$ cat src/rtl/ps2_ascii.sv
`default_nettype none
// ============================================================================
// Module      : ps2_ascii
// Description : PS/2 scan-code set 2 receiver and decoder producing one ASCII
//               strobe per printable/editing keypress, with Shift/Caps state.
// Revision    : 1.0 - initial release
// ============================================================================
module ps2_ascii #(
    parameter int TIMEOUT = 50000
) (
    input  logic       clk,
    input  logic       reset,
    input  logic       ps2_clk,
    input  logic       ps2_data,
    output logic [7:0] key_in,
    output logic       p_valid,
    output logic       frame_err
);

    localparam int                  c_IDLE_W   = $clog2(TIMEOUT + 1);
    localparam logic [c_IDLE_W-1:0] c_IDLE_MAX = c_IDLE_W'(TIMEOUT);
    localparam logic [3:0]          c_LAST_BIT = 4'd10;

    typedef enum logic [0:0] {
        ST_NORMAL = 1'b0,
        ST_BREAK  = 1'b1
    } state_t;

    logic [2:0]          r_clk_sync;
    logic [2:0]          r_data_sync;
    logic                w_fall;
    logic                w_data_bit;
    logic [3:0]          r_bit_cnt;
    logic [9:0]          r_shreg;
    logic [c_IDLE_W-1:0] r_idle_cnt;
    logic                w_frame_ok;
    logic                w_timeout;
    logic                r_code_vld;
    logic [7:0]          r_code;
    logic                r_frame_err;

    state_t              r_state;
    state_t              w_state_nxt;
    logic                r_ext;
    logic                w_ext_nxt;
    logic                r_shift;
    logic                w_shift_nxt;
    logic                r_caps;
    logic                w_caps_nxt;
    logic [7:0]          r_key;
    logic [7:0]          w_key_nxt;
    logic                r_pvalid;
    logic                w_pvalid_nxt;
    logic [8:0]          w_map;

    assign w_fall     = r_clk_sync[2] & ~r_clk_sync[1];
    assign w_data_bit = r_data_sync[1];
    // r_shreg holds start in [0], data in [8:1], parity in [9]; stop is the live bit
    assign w_frame_ok = ~r_shreg[0] & w_data_bit & (^r_shreg[9:1]);
    assign w_timeout  = !w_fall && (r_bit_cnt != 4'd0) && (r_idle_cnt == c_IDLE_MAX);

    always_ff @(posedge clk) begin
        if (!reset) begin
            r_clk_sync  <= 3'b111;
            r_data_sync <= 3'b111;
        end else begin
            r_clk_sync  <= {r_clk_sync[1:0], ps2_clk};
            r_data_sync <= {r_data_sync[1:0], ps2_data};
        end
    end

    always_ff @(posedge clk) begin
        if (!reset) begin
            r_bit_cnt   <= 4'd0;
            r_shreg     <= 10'd0;
            r_idle_cnt  <= '0;
            r_code_vld  <= 1'b0;
            r_code      <= 8'h00;
            r_frame_err <= 1'b0;
        end else begin
            r_code_vld  <= 1'b0;
            r_frame_err <= 1'b0;
            if (w_fall) begin
                r_idle_cnt <= '0;
                r_shreg    <= {w_data_bit, r_shreg[9:1]};
                if (r_bit_cnt == c_LAST_BIT) begin
                    r_bit_cnt <= 4'd0;
                    if (w_frame_ok) begin
                        r_code_vld <= 1'b1;
                        r_code     <= r_shreg[8:1];
                    end else begin
                        r_frame_err <= 1'b1;
                    end
                end else begin
                    r_bit_cnt <= r_bit_cnt + 4'd1;
                end
            end else begin
                // saturate so a long idle line never wraps back into a false timeout
                if (r_idle_cnt != c_IDLE_MAX) begin
                    r_idle_cnt <= r_idle_cnt + c_IDLE_W'(1);
                end
                if (w_timeout) begin
                    r_bit_cnt   <= 4'd0;
                    r_frame_err <= 1'b1;
                end
            end
        end
    end

    // Returns {hit, ascii}; hit is 0 for make codes with no character.
    function automatic logic [8:0] map_key(input logic [7:0] code,
                                           input logic       shift,
                                           input logic       caps);
        logic [7:0] letter;
        logic [7:0] digit;
        logic [7:0] digit_sh;
        logic [7:0] fixed;
        letter   = 8'h00;
        digit    = 8'h00;
        digit_sh = 8'h00;
        fixed    = 8'h00;
        case (code)
            8'h1C: letter = "a";
            8'h32: letter = "b";
            8'h21: letter = "c";
            8'h23: letter = "d";
            8'h24: letter = "e";
            8'h2B: letter = "f";
            8'h34: letter = "g";
            8'h33: letter = "h";
            8'h43: letter = "i";
            8'h3B: letter = "j";
            8'h42: letter = "k";
            8'h4B: letter = "l";
            8'h3A: letter = "m";
            8'h31: letter = "n";
            8'h44: letter = "o";
            8'h4D: letter = "p";
            8'h15: letter = "q";
            8'h2D: letter = "r";
            8'h1B: letter = "s";
            8'h2C: letter = "t";
            8'h3C: letter = "u";
            8'h2A: letter = "v";
            8'h1D: letter = "w";
            8'h22: letter = "x";
            8'h35: letter = "y";
            8'h1A: letter = "z";
            8'h16: begin digit = "1"; digit_sh = "!"; end
            8'h1E: begin digit = "2"; digit_sh = "@"; end
            8'h26: begin digit = "3"; digit_sh = "#"; end
            8'h25: begin digit = "4"; digit_sh = "$"; end
            8'h2E: begin digit = "5"; digit_sh = "%"; end
            8'h36: begin digit = "6"; digit_sh = "^"; end
            8'h3D: begin digit = "7"; digit_sh = "&"; end
            8'h3E: begin digit = "8"; digit_sh = "*"; end
            8'h46: begin digit = "9"; digit_sh = "("; end
            8'h45: begin digit = "0"; digit_sh = ")"; end
            8'h29: fixed = 8'h20;
            8'h5A: fixed = 8'h0D;
            8'h66: fixed = 8'h08;
            default: ;
        endcase
        if (letter != 8'h00) begin
            map_key = {1'b1, (shift ^ caps) ? (letter - 8'h20) : letter};
        end else if (digit != 8'h00) begin
            map_key = {1'b1, shift ? digit_sh : digit};
        end else if (fixed != 8'h00) begin
            map_key = {1'b1, fixed};
        end else begin
            map_key = 9'h000;
        end
    endfunction

    assign w_map = map_key(r_code, r_shift, r_caps);

    always_ff @(posedge clk) begin
        if (!reset) begin
            r_state  <= ST_NORMAL;
            r_ext    <= 1'b0;
            r_shift  <= 1'b0;
            r_caps   <= 1'b0;
            r_key    <= 8'h00;
            r_pvalid <= 1'b0;
        end else begin
            r_state  <= w_state_nxt;
            r_ext    <= w_ext_nxt;
            r_shift  <= w_shift_nxt;
            r_caps   <= w_caps_nxt;
            r_key    <= w_key_nxt;
            r_pvalid <= w_pvalid_nxt;
        end
    end

    always_comb begin
        w_state_nxt  = r_state;
        w_ext_nxt    = r_ext;
        w_shift_nxt  = r_shift;
        w_caps_nxt   = r_caps;
        w_key_nxt    = r_key;
        w_pvalid_nxt = 1'b0;
        if (r_code_vld) begin
            case (r_state)
                ST_NORMAL: begin
                    if (r_code == 8'hE0) begin
                        w_ext_nxt = 1'b1;
                    end else if (r_code == 8'hF0) begin
                        w_state_nxt = ST_BREAK;
                    end else if (r_ext) begin
                        w_ext_nxt = 1'b0;
                    end else if (r_code == 8'h12 || r_code == 8'h59) begin
                        w_shift_nxt = 1'b1;
                    end else if (r_code == 8'h58) begin
                        w_caps_nxt = ~r_caps;
                    end else if (w_map[8]) begin
                        w_key_nxt    = w_map[7:0];
                        w_pvalid_nxt = 1'b1;
                    end
                end
                ST_BREAK: begin
                    if (!r_ext && (r_code == 8'h12 || r_code == 8'h59)) begin
                        w_shift_nxt = 1'b0;
                    end
                    w_ext_nxt   = 1'b0;
                    w_state_nxt = ST_NORMAL;
                end
                default: w_state_nxt = ST_NORMAL;
            endcase
        end
    end

    assign key_in    = r_key;
    assign p_valid   = r_pvalid;
    assign frame_err = r_frame_err;

endmodule
`default_nettype wire
$ cat config.mk
export PLATFORM = sky130hd
export DESIGN_NAME = ps2_ascii
export DESIGN_NICKNAME = d
export VERILOG_FILES = /design/src/rtl/ps2_ascii.sv
export SDC_FILE = /design/constraint.sdc
export NUM_CORES = 1
export LEC_CHECK = 0
export BUFFER_PORTS_ARGS = -buffer_cell sky130_fd_sc_hd__buf_2
export CORE_ASPECT_RATIO = 2
export CORE_UTILIZATION = 50
export CTS_BUF_LIST = sky130_fd_sc_hd__clkbuf_16
export DETAILED_ROUTE_END_ITERATION = 7
export PLACE_DENSITY = 0.67
export SYNTH_ARGS = -nofsm -noshare
export SYNTH_HDL_FRONTEND = slang
export SYNTH_SLANG_ARGS = --single-unit
$ cat constraint.sdc
create_clock -name clk -period 4.51 [get_ports clk]
set_input_delay 0.902 -clock clk [delete_from_list [all_inputs] [get_ports clk]]
set_output_delay 0.902 -clock clk [all_outputs]
set_load 0.02 [all_outputs]
==> results of run 1 <==
[cell families after synthesis]
kind of cell    count (synthesis)  share of synthesized area, %
simple gates                  209                         31.21
compound gates                 97                         19.83
flops                          58                         33.21
buf+inv                        41                         5.690
xor+xnor                       24                         6.406
fa+ha+maj                       7                         2.505
mux                             4                         1.145
[layout by cell type (no fill, tap or decap), types with 4 or more instances in the layout]
master	netlist	routed
nand2_1	63	63
nor2b_1	15	15
nand4b_1	4	4
inv_1	12	13
nor2_1	40	40
o211ai_1	5	5
nand2b_1	13	13
nor3_1	6	6
a21oi_1	25	25
a32oi_1	4	4
clkinv_2	0	4
o21ai_0	12	12
o21ai_2	8	8
nand3_1	27	27
nor4_1	4	4
or3_1	4	4
xor2_1	13	13
clkbuf_16	0	9
xnor2_1	10	10
buf_2	9	13
nand4_1	4	4
a22oi_1	5	5
and3_1	5	5
ha_1	7	7
mux2i_1	4	4
dfxtp_1	58	58
a211oi_1	6	6
[sequential cells by signal, summed over array words and instances, names as in the netlist]
| signal | count |
|---|---|
| r_code | 8 |
| r_shift | 1 |
| r_state | 1 |
| r_code_vld | 1 |
| r_ext | 1 |
| r_bit_cnt | 4 |
| r_idle_cnt | 16 |
| r_shreg | 10 |
| r_data_sync | 2 |
| r_caps | 1 |
| r_clk_sync | 3 |
| frame_err | 1 |
| key_in | 8 |
| p_valid | 1 |
[metrics by stage]
stage / total power [W] / hold WS (ns) / util [%] / setup WS, ns
3_5_place_dp: 0.0005644 / 0.4020 / 53.04 / 1.501
5_1_grt: 0.001238 / 0.4379 / 57.33 / 1.134
4_1_cts: 0.001210 / 0.4166 / 57.33 / 1.486
3_3_place_gp: 0.0005638 / 0.3920 / 53.04 / 1.513
6_report: 0.001197 / 0.4082 / 57.33 / 1.310
2_1_floorplan: 0.0005565 / 0.3863 / - / 2.243
[power groups by stage]
stage	registers, W	logic [W]	clock network, W
after floorplan	0.000533	0.0000238	0
after detailed placement	0.000534	0.0000308	0
after CTS	0.000523	0.0000310	0.000656
after global routing	0.000523	0.0000350	0.000680
after global placement	0.000534	0.0000302	0
final	0.000523	0.0000306	0.000643
[cells in the mapped netlist (4+ instances only)]
| library cell | count |
|---|---|
| nand2b_1 | 13 |
| or3_1 | 4 |
| a32oi_1 | 4 |
| nand2_1 | 63 |
| o21ai_2 | 8 |
| nand3_1 | 27 |
| a21oi_1 | 25 |
| nor2b_1 | 15 |
| ha_1 | 7 |
| a211oi_1 | 6 |
| nor2_1 | 40 |
| a22oi_1 | 5 |
| xor2_1 | 13 |
| buf_2 | 9 |
| inv_1 | 12 |
| clkbuf_1 | 9 |
| and3_1 | 5 |
| nand4b_1 | 4 |
| mux2i_1 | 4 |
| buf_1 | 5 |
| nand4_1 | 4 |
| o211ai_1 | 5 |
| nor3_1 | 6 |
| dfxtp_1 | 58 |
| nor4_1 | 4 |
| o21ai_0 | 12 |
| xnor2_1 | 10 |
[layout make-up]
| cell class | instances | area [sq um] | area share (%) |
|---|---|---|---|
| sequential | 58 | 1161 | 30.35 |
| inverter | 12 | 45.04 | 1.177 |
| clock inverter | 7 | 61.31 | 1.602 |
| timing repair buffer | 16 | 87.58 | 2.289 |
| multi-input combinational | 341 | 2136 | 55.82 |
| tap | 88 | 110.1 | 2.878 |
| clock buffer | 9 | 225.2 | 5.886 |
[worst max-delay path: stages (launching register included)]
cell and delay (ns):
dfxtp_1 0.78, nor2b_1 0.61, o2111ai_1 0.48, and3_1 0.33, and3_4 0.18, a31oi_4 0.37, nor2_1 0.08, a211oi_1 0.26
[routing by layer]
| layer | vias up | wire (um) | track usage (%) |
|---|---|---|---|
| met5 | - | 0 | 0 |
| met4 | 0 | 765 | 22.16 |
| met3 | 60 | 605 | 9.305 |
| met2 | 117 | 5022 | 49.25 |
| met1 | 1509 | 3486 | 33.27 |
| li1 | 1553 | - | - |
[path summary, 6_finish.rpt]
check	cells after the start	to	slack [ns]
max	7	key_in[3]$_SDFFE_PN0P_	1.31
min	1	r_data_sync[1]$_SDFF_PN1_	0.41
max reg2reg	7	key_in[3]$_SDFFE_PN0P_	1.31
min reg2reg	1	r_data_sync[1]$_SDFF_PN1_	0.41
==> flow_summary.ini, run 1 <==
[timing]
grt_setup_unrepaired = no
tightest_slew_ns = 1.029
finalClockSkew_ns = 0.005686
hold_viol_final = 0
fin_tns_setup_ns = 0
period_share_pct = 70.96
drv_slew = 0
setup_violations = 0
max_freq_mhz = 312.5
slew_headroom_pct = 31.29
period_needed_ns = 3.200

[power_and_ir_drop]
seq_power_share_pct = 43.7
irDropWorstVdd_v = 0.0002956
internal_power_w = 0.0009485
power.switching_w = 0.0002482
pwr_density_cell_nw_per_um2 = 312.8
switching_share_pct = 20.74
p_leak_nw = 1.315
p_comb_share_pct = 2.6
clock_power_share_pct = 53.7

[layout]
fillers = 652
fin_nets = 449
stdcell_count = 531
drive_above_1_share_pct = 10.84
n_antenna_cell = 0
areaGrowthSynthToFinish_pct = 9.449
final_area_sq_um = 3826

[floorplan]
dieArea_sq_um = 7350
die_h_um = 120.3
start_util_pct = 52.38
io_pins = 14
die_x_um = 61.13
rows = 42
core_area_sq_um = 6674

[route]
postRouteAntennaNets = 0
num_vias = 3239
routed_wl_mm = 9.879
drcViolationCount = 0
wl_per_cell_um = 18.60
firstDrtPassIters = 5
vias_per_cell = 6.100
drt_iter0_drc = 347

[global_route]
grt_max_degree = 31
grt-ovfl-total = 0
grt_pass1_vias = 3168
antenna_found_initial = 0
grt_pass1_wl_mm = 16.57
grtUsageTotal_pct = 31.00

[synth]
synth_cell_type_count = 67
synthTopCellsByArea = dfxtp_1, nand2_1, nor2_1
synth_seq_cells = 58
yosys.area.top_type_share_pct = 33.21
synth_fp_nets = 451
yosys.area.top_type = dfxtp_1
yosys_warnings = 0
post_synth.cell_area_avg_sq_um = 7.945
syn_area_sq_um = 3496
ys.flop_type = dfxtp_1
yosysSeqAreaShare_pct = 33.21
async_flop_share_pct = 0
syn_inst = 440
synth_edf_count = 0

[clock_network]
cts_setup_buffers = 0
cts_hold_buf = 0
h-tree-depth = 3
clock-root-buffer = clkbuf_16
cts_sinks = 58
cts.clk_slew.worst_paths_ns = 0.05
cts_tree = done
clockBufferDepth = 2
numCtsBuffers = 9
cts_resized = 0
clk_latency_ns = 0.32

[critical_path]
path_max_fanout = 18
rr_startpoint = r_code[1]$_SDFFE_PN0P_
critPathKind = reg2reg
end_kind = register
required_ns = 4.73
crit_path_start = r_code[1]$_SDFFE_PN0P_
arrival_ns = 3.42
start_kind = register

[placement]
dpl_cell_area_sq_um = 3540
globalplace.congestion = 1.096
dpl.hpwl_mm = 6.963
placedCellCount = 515
port_buffers = 13

[worst_hold_path]
min_from = r_data_sync[0]$_SDFF_PN1_
worstHoldPathType = reg2reg

[outcome]
status = finished clean

[flow_run]
drv_cap = 0
No activity file was read; power rests on OpenSTA's default activity.
==> run 2, diff against run 1 <==
==> constraint.sdc (replaced) <==
create_clock -name clk -period 3.2 [get_ports clk]
set_input_delay 0.64 -clock clk [delete_from_list [all_inputs] [get_ports clk]]
set_output_delay 0.64 -clock clk [all_outputs]
set_load 0.02 [all_outputs]
==> flow_summary.ini, run 2 (synthesized netlist as in run 1, its figures left out) <==
[outcome]
status = finished clean

[placement]
port_buffers = 13
post-place-ws_ns = 0.4361
dpl_cell_area_sq_um = 3660
dpl.hpwl_mm = 7.439
globalplace.congestion = 0.9811

[clock_network]
cts.clk_slew.worst_paths_ns = 0.05
cts_sinks = 58
numCtsBuffers = 9
clock-root-buffer = clkbuf_16
cts_setup_buffers = 0
clockBufferDepth = 2
cts_resized = 0
cts_tree = done
clk_latency_ns = 0.32
h-tree-depth = 3
cts_hold_buf = 0

[timing]
drv_slew = 0
max_freq_mhz = 347.3
hold_viol_final = 0
period_share_pct = 89.99
setup_slack_ns = 0.3204
setup_violations = 0
fin_tns_setup_ns = 0
slew_headroom_pct = 34.31
grt_setup_unrepaired = no
tightest_slew_ns = 0.9841
finalClockSkew_ns = 0.004954
period_needed_ns = 2.880

[critical_path]
required_ns = 3.40
reg2reg_slack_ns = 0.32
end_kind = register
path_max_fanout = 28
arrival_ns = 3.08
critPathKind = reg2reg
start_kind = register

[floorplan]
core_area_sq_um = 6674
rows = 42
die_h_um = 120.3
dieArea_sq_um = 7350
die_x_um = 61.13
start_util_pct = 52.38
io_pins = 14

[layout]
top_register = r_idle_cnt
final_area_sq_um = 3970
largest_register_ffs = 16
layout_commonest_cell = nand2_1
layout_common_cells = nand2_1, dfxtp_1, nor2_1
drive_above_1_share_pct = 13.73
reg.largest.list = r_idle_cnt (16), r_shreg (10)
multi_input_comb_area_sq_um = 2136
seq_area_sq_um = 1161
fin_util_pct = 59.49
fillers = 629
fin_nets = 465
n_antenna_cell = 0
areaGrowthSynthToFinish_pct = 13.56

[route]
drcViolationCount = 0
postRouteAntennaNets = 0
num_vias = 3256
firstDrtPassIters = 4
routed_wl_mm = 10.34
vias_per_cell = 5.952
wl_per_cell_um = 18.90
drt_iter0_drc = 220

[power_and_ir_drop]
irDropWorstVdd_v = 0.0004565
pwr_density_cell_nw_per_um2 = 446.0
p_leak_nw = 1.406
fin_total_pwr_w = 0.001771

[global_route]
grt_pass1_vias = 3128
grt_max_degree = 30
grtUsageTotal_pct = 31.05
grt-ovfl-total = 0
antenna_found_initial = 0
grt_pass1_wl_mm = 16.33

[worst_hold_path]
worstHoldPathType = reg2reg

[flow_run]
drv_cap = 0
-- run 2: cell types whose count changed in the layout (fill, tap and decap cells not counted), sizes merged --
cell / delta
buf: +16
bufinv: +1
clkinv: -1
-- run 2: through the flow --
stage               hold WS (ns)  std cells
detailed placement        0.4010        531
global placement          0.3941        531
CTS                       0.4294        547
finish                    0.4230        547
floorplan                 0.3863        440
global route              0.4635        547
-- run 2: layout make-up --
class / instances / area share, %
timing repair buffer: 32 / 5.232
multi-input combinational: 341 / 53.80
clock inverter: 7 / 2.143
tap: 88 / 2.773
inverter: 12 / 1.135
clock buffer: 9 / 5.673
sequential: 58 / 29.25
-- run 2: final timing paths --
kind / start / to / cells past startpoint
setup / recovery: r_code[3]$_SDFFE_PN0P_ / key_in[6]$_SDFFE_PN0P_ / 10
setup reg to reg: r_code[3]$_SDFFE_PN0P_ / key_in[6]$_SDFFE_PN0P_ / 10
hold reg to reg: r_data_sync[0]$_SDFF_PN1_ / r_data_sync[1]$_SDFF_PN1_ / 1
hold / removal: r_data_sync[0]$_SDFF_PN1_ / r_data_sync[1]$_SDFF_PN1_ / 1
-- run 2: power by group --
part | total [W] | leakage [nW] | switching, W | internal, W
Combinational | 0.0000443 | 0.783 | 0.0000296 | 0.0000148
Clock | 0.000989 | 0.154 | 0.000317 | 0.000671
Sequential | 0.000738 | 0.469 | 0.00000654 | 0.000731
-- run 2: worst max-delay path: stages, from the launching register on --
cell	delay, ns
dfxtp_1	0.96
nand2_1	0.10
a32o_1	0.30
nand4b_1	0.17
o211ai_1	0.17
nor3_1	0.44
ha_1	0.22
inv_1	0.04
o31a_1	0.09
o211ai_1	0.17
o21ai_1	0.09
-- run 2: metal layers --
layer	global-route usage, %	vias up	wire, um
li1	-	1591	-
met1	31.67	1516	3660
met3	7.807	52	524
met5	0	-	0
met2	51.97	97	5336
met4	22.16	0	820
==> run 3, diff against run 2 <==
--- a/config.mk
+++ b/config.mk
@@ -5,6 +5,7 @@
 export SDC_FILE = /design/constraint.sdc
 export NUM_CORES = 1
 export LEC_CHECK = 0
+export ABC_AREA = 1
 export BUFFER_PORTS_ARGS = -buffer_cell sky130_fd_sc_hd__buf_2
 export CORE_ASPECT_RATIO = 2
 export CORE_UTILIZATION = 50
==> flow_summary.ini, run 3 <==
[synth]
yosysSeqAreaShare_pct = 35.16
ys.flop_type = dfxtp_1
yosysMostFrequentCell = nand2_1
syn_area_sq_um = 3302
yosys.area.top_type = dfxtp_1
synth_edf_count = 0
synth_common_cells = nand2_1, nor2_1, inv_1
synth_seq_cells = 58
synth_fp_nets = 528
yosys_warnings = 0
synthTopCellsByArea = dfxtp_1, nand2_1, nor2_1
syn_inst = 517
yosys.area.top_type_share_pct = 35.16
synth_cell_type_count = 31
async_flop_share_pct = 0
post_synth.cell_area_avg_sq_um = 6.387

[timing]
finalClockSkew_ns = 0.006984
fin_tns_setup_ns = 0
drv_slew = 0
slew_headroom_pct = 65.49
period_needed_ns = 2.173
tightest_slew_ns = 0.5157
max_freq_mhz = 460.2
grt_setup_unrepaired = no
period_share_pct = 67.90
setup_violations = 0
hold_viol_final = 0

[route]
wl_per_cell_um = 12.92
postRouteAntennaNets = 0
routed_wl_mm = 8.100
firstDrtPassIters = 4
drt_iter0_drc = 176
drcViolationCount = 0
vias_per_cell = 5.257
num_vias = 3296

[global_route]
grtUsageTotal_pct = 25.82
grt_pass1_wl_mm = 13.28
grt-ovfl-total = 0
grt_max_degree = 23
grt_pass1_vias = 3017
antenna_found_initial = 0

[critical_path]
start_kind = register
end_kind = register
reg2reg_slack_ns = 1.03
r2r_cells = 13
path_max_fanout = 5
timing.rr.end = key_in[5]$_SDFFE_PN0P_
arrival_ns = 2.44
required_ns = 3.46
critPathKind = reg2reg
rr_startpoint = r_code[3]$_SDFFE_PN0P_

[layout]
layout_commonest_cell = nand2_1
reg.largest.list = r_idle_cnt (16), r_shreg (10)
multi_input_comb_area_sq_um = 1841
seq_area_sq_um = 1161
layout_common_cells = nand2_1, nor2_1, inv_1
largest_register_ffs = 16
final_area_sq_um = 3760
drive_above_1_share_pct = 10.54
n_antenna_cell = 0
top_register = r_idle_cnt
fillers = 651
areaGrowthSynthToFinish_pct = 13.87
fin_nets = 548

[clock_network]
h-tree-depth = 3
cts_resized = 0
cts_sinks = 58
cts_setup_buffers = 0
clk_latency_ns = 0.33
cts_tree = done
clockBufferDepth = 2
cts_hold_buf = 0
clock-root-buffer = clkbuf_16
cts.clk_slew.worst_paths_ns = 0.05
numCtsBuffers = 9

[power_and_ir_drop]
pwr_density_cell_nw_per_um2 = 474.1
irDropWorstVdd_v = 0.0003175
p_leak_nw = 1.654

[floorplan]
start_util_pct = 51.91
io_pins = 14
core_area_sq_um = 6361
dieArea_sq_um = 6952
die_h_um = 116.9
die_x_um = 59.46
rows = 41

[flow_run]
drv_cap = 0

[placement]
port_buffers = 13
dpl.hpwl_mm = 6.288
dpl_cell_area_sq_um = 3452
globalplace.congestion = 0.9451

[worst_hold_path]
worstHoldPathType = reg2reg
hold_path_end = r_data_sync[1]$_SDFF_PN1_
hold_depth = 1
min_from = r_data_sync[0]$_SDFF_PN1_

[outcome]
status = finished clean
[run 3: changes by cell type in the layout (fill, tap and decap cells not counted), sizes merged, moves of 6 or more]
cell	change
nor2	+55
o22ai	+8
buf	-17
nand2b	-13
nand4	+15
a21oi	+8
nor2b	-15
a211oi	-6
inv	+55
nand2	+70
xor2	-10
[run 3: worst max-delay path: stages (launching register included)]
cell	delay, ns
dfxtp_1	0.39
inv_1	0.10
nor2_1	0.24
nand2_1	0.19
inv_1	0.11
nand2_1	0.08
nand3_1	0.15
nor2_1	0.07
nand2_2	0.14
nor2_4	0.06
ha_1	0.28
o21ai_0	0.16
nor2_1	0.05
nor2_1	0.08
[run 3: stage by stage]
step | setup slack, ns | instances | util (%) | hold slack (ns) | total power, W
5_1_grt | 0.8794 | 627 | 59.11 | 0.4199 | 0.001843
6_report | 1.027 | 627 | 59.11 | 0.4135 | 0.001782
3_5_place_dp | 0.7960 | 612 | 54.27 | 0.4043 | 0.0008032
4_1_cts | 1.106 | 627 | 59.11 | 0.4170 | 0.001801
2_1_floorplan | 1.451 | 517 | - | 0.3917 | 0.0007878
3_3_place_gp | 0.8716 | 612 | 54.27 | 0.3994 | 0.0008028
[run 3: worst max path at each step]
| stage | depth (start not counted) | from | slack (ns) | to |
|---|---|---|---|---|
| floorplan | 13 | r_code[1]$_SDFFE_PN0P_ | 1.45 | key_in[5]$_SDFFE_PN0P_ |
| finish | 13 | r_code[3]$_SDFFE_PN0P_ | 1.03 | key_in[5]$_SDFFE_PN0P_ |
| global route | 13 | r_code[1]$_SDFFE_PN0P_ | 0.88 | key_in[5]$_SDFFE_PN0P_ |
| global placement | 6 | reset | 0.87 | r_idle_cnt[9]$_SDFFE_PP0N_ |
| CTS | 6 | reset | 1.11 | r_idle_cnt[9]$_SDFFE_PP0N_ |
| detailed placement | 6 | reset | 0.80 | r_idle_cnt[9]$_SDFFE_PP0N_ |
[run 3: area by class of cell]
cell class,instances,area share (%)
Sequential cell,58,30.88
Clock buffer,9,5.990
Multi-Input combinational cell,383,48.95
Inverter,70,6.988
Timing Repair Buffer,15,2.130
Clock inverter,6,2.196
Tap cell,86,2.862
[run 3: cell families (layout without fill, tap and decap cells)]
group / after synthesis / after routing / synth area share, %
AND/OR/NAND/NOR: 299 / 299 / 39.67
buffers and inverters: 76 / 100 / 9.094
AO/OA/AOI/OAI: 66 / 66 / 10.50
flip-flops: 58 / 58 / 35.16
XOR/XNOR: 11 / 11 / 2.918
adder cells (fa/ha/maj): 7 / 7 / 2.652
[run 3: per-layer routing]
layer  share of wire [%]  up-vias  track usage (%)
met5                   0        -                0
met4                 4.8        0            17.46
li1                    -     1702                -
met3                 3.4       29            4.066
met1                  34     1480            22.52
met2                  58       85            50.64
[run 3: report_power, final]
part	switching [W]	total, W	leakage, nW	internal [W]
logic	0.0000348	0.0000518	1.03	0.0000170
registers	0.00000520	0.000736	0.469	0.000731
clock network	0.000323	0.000994	0.151	0.000671
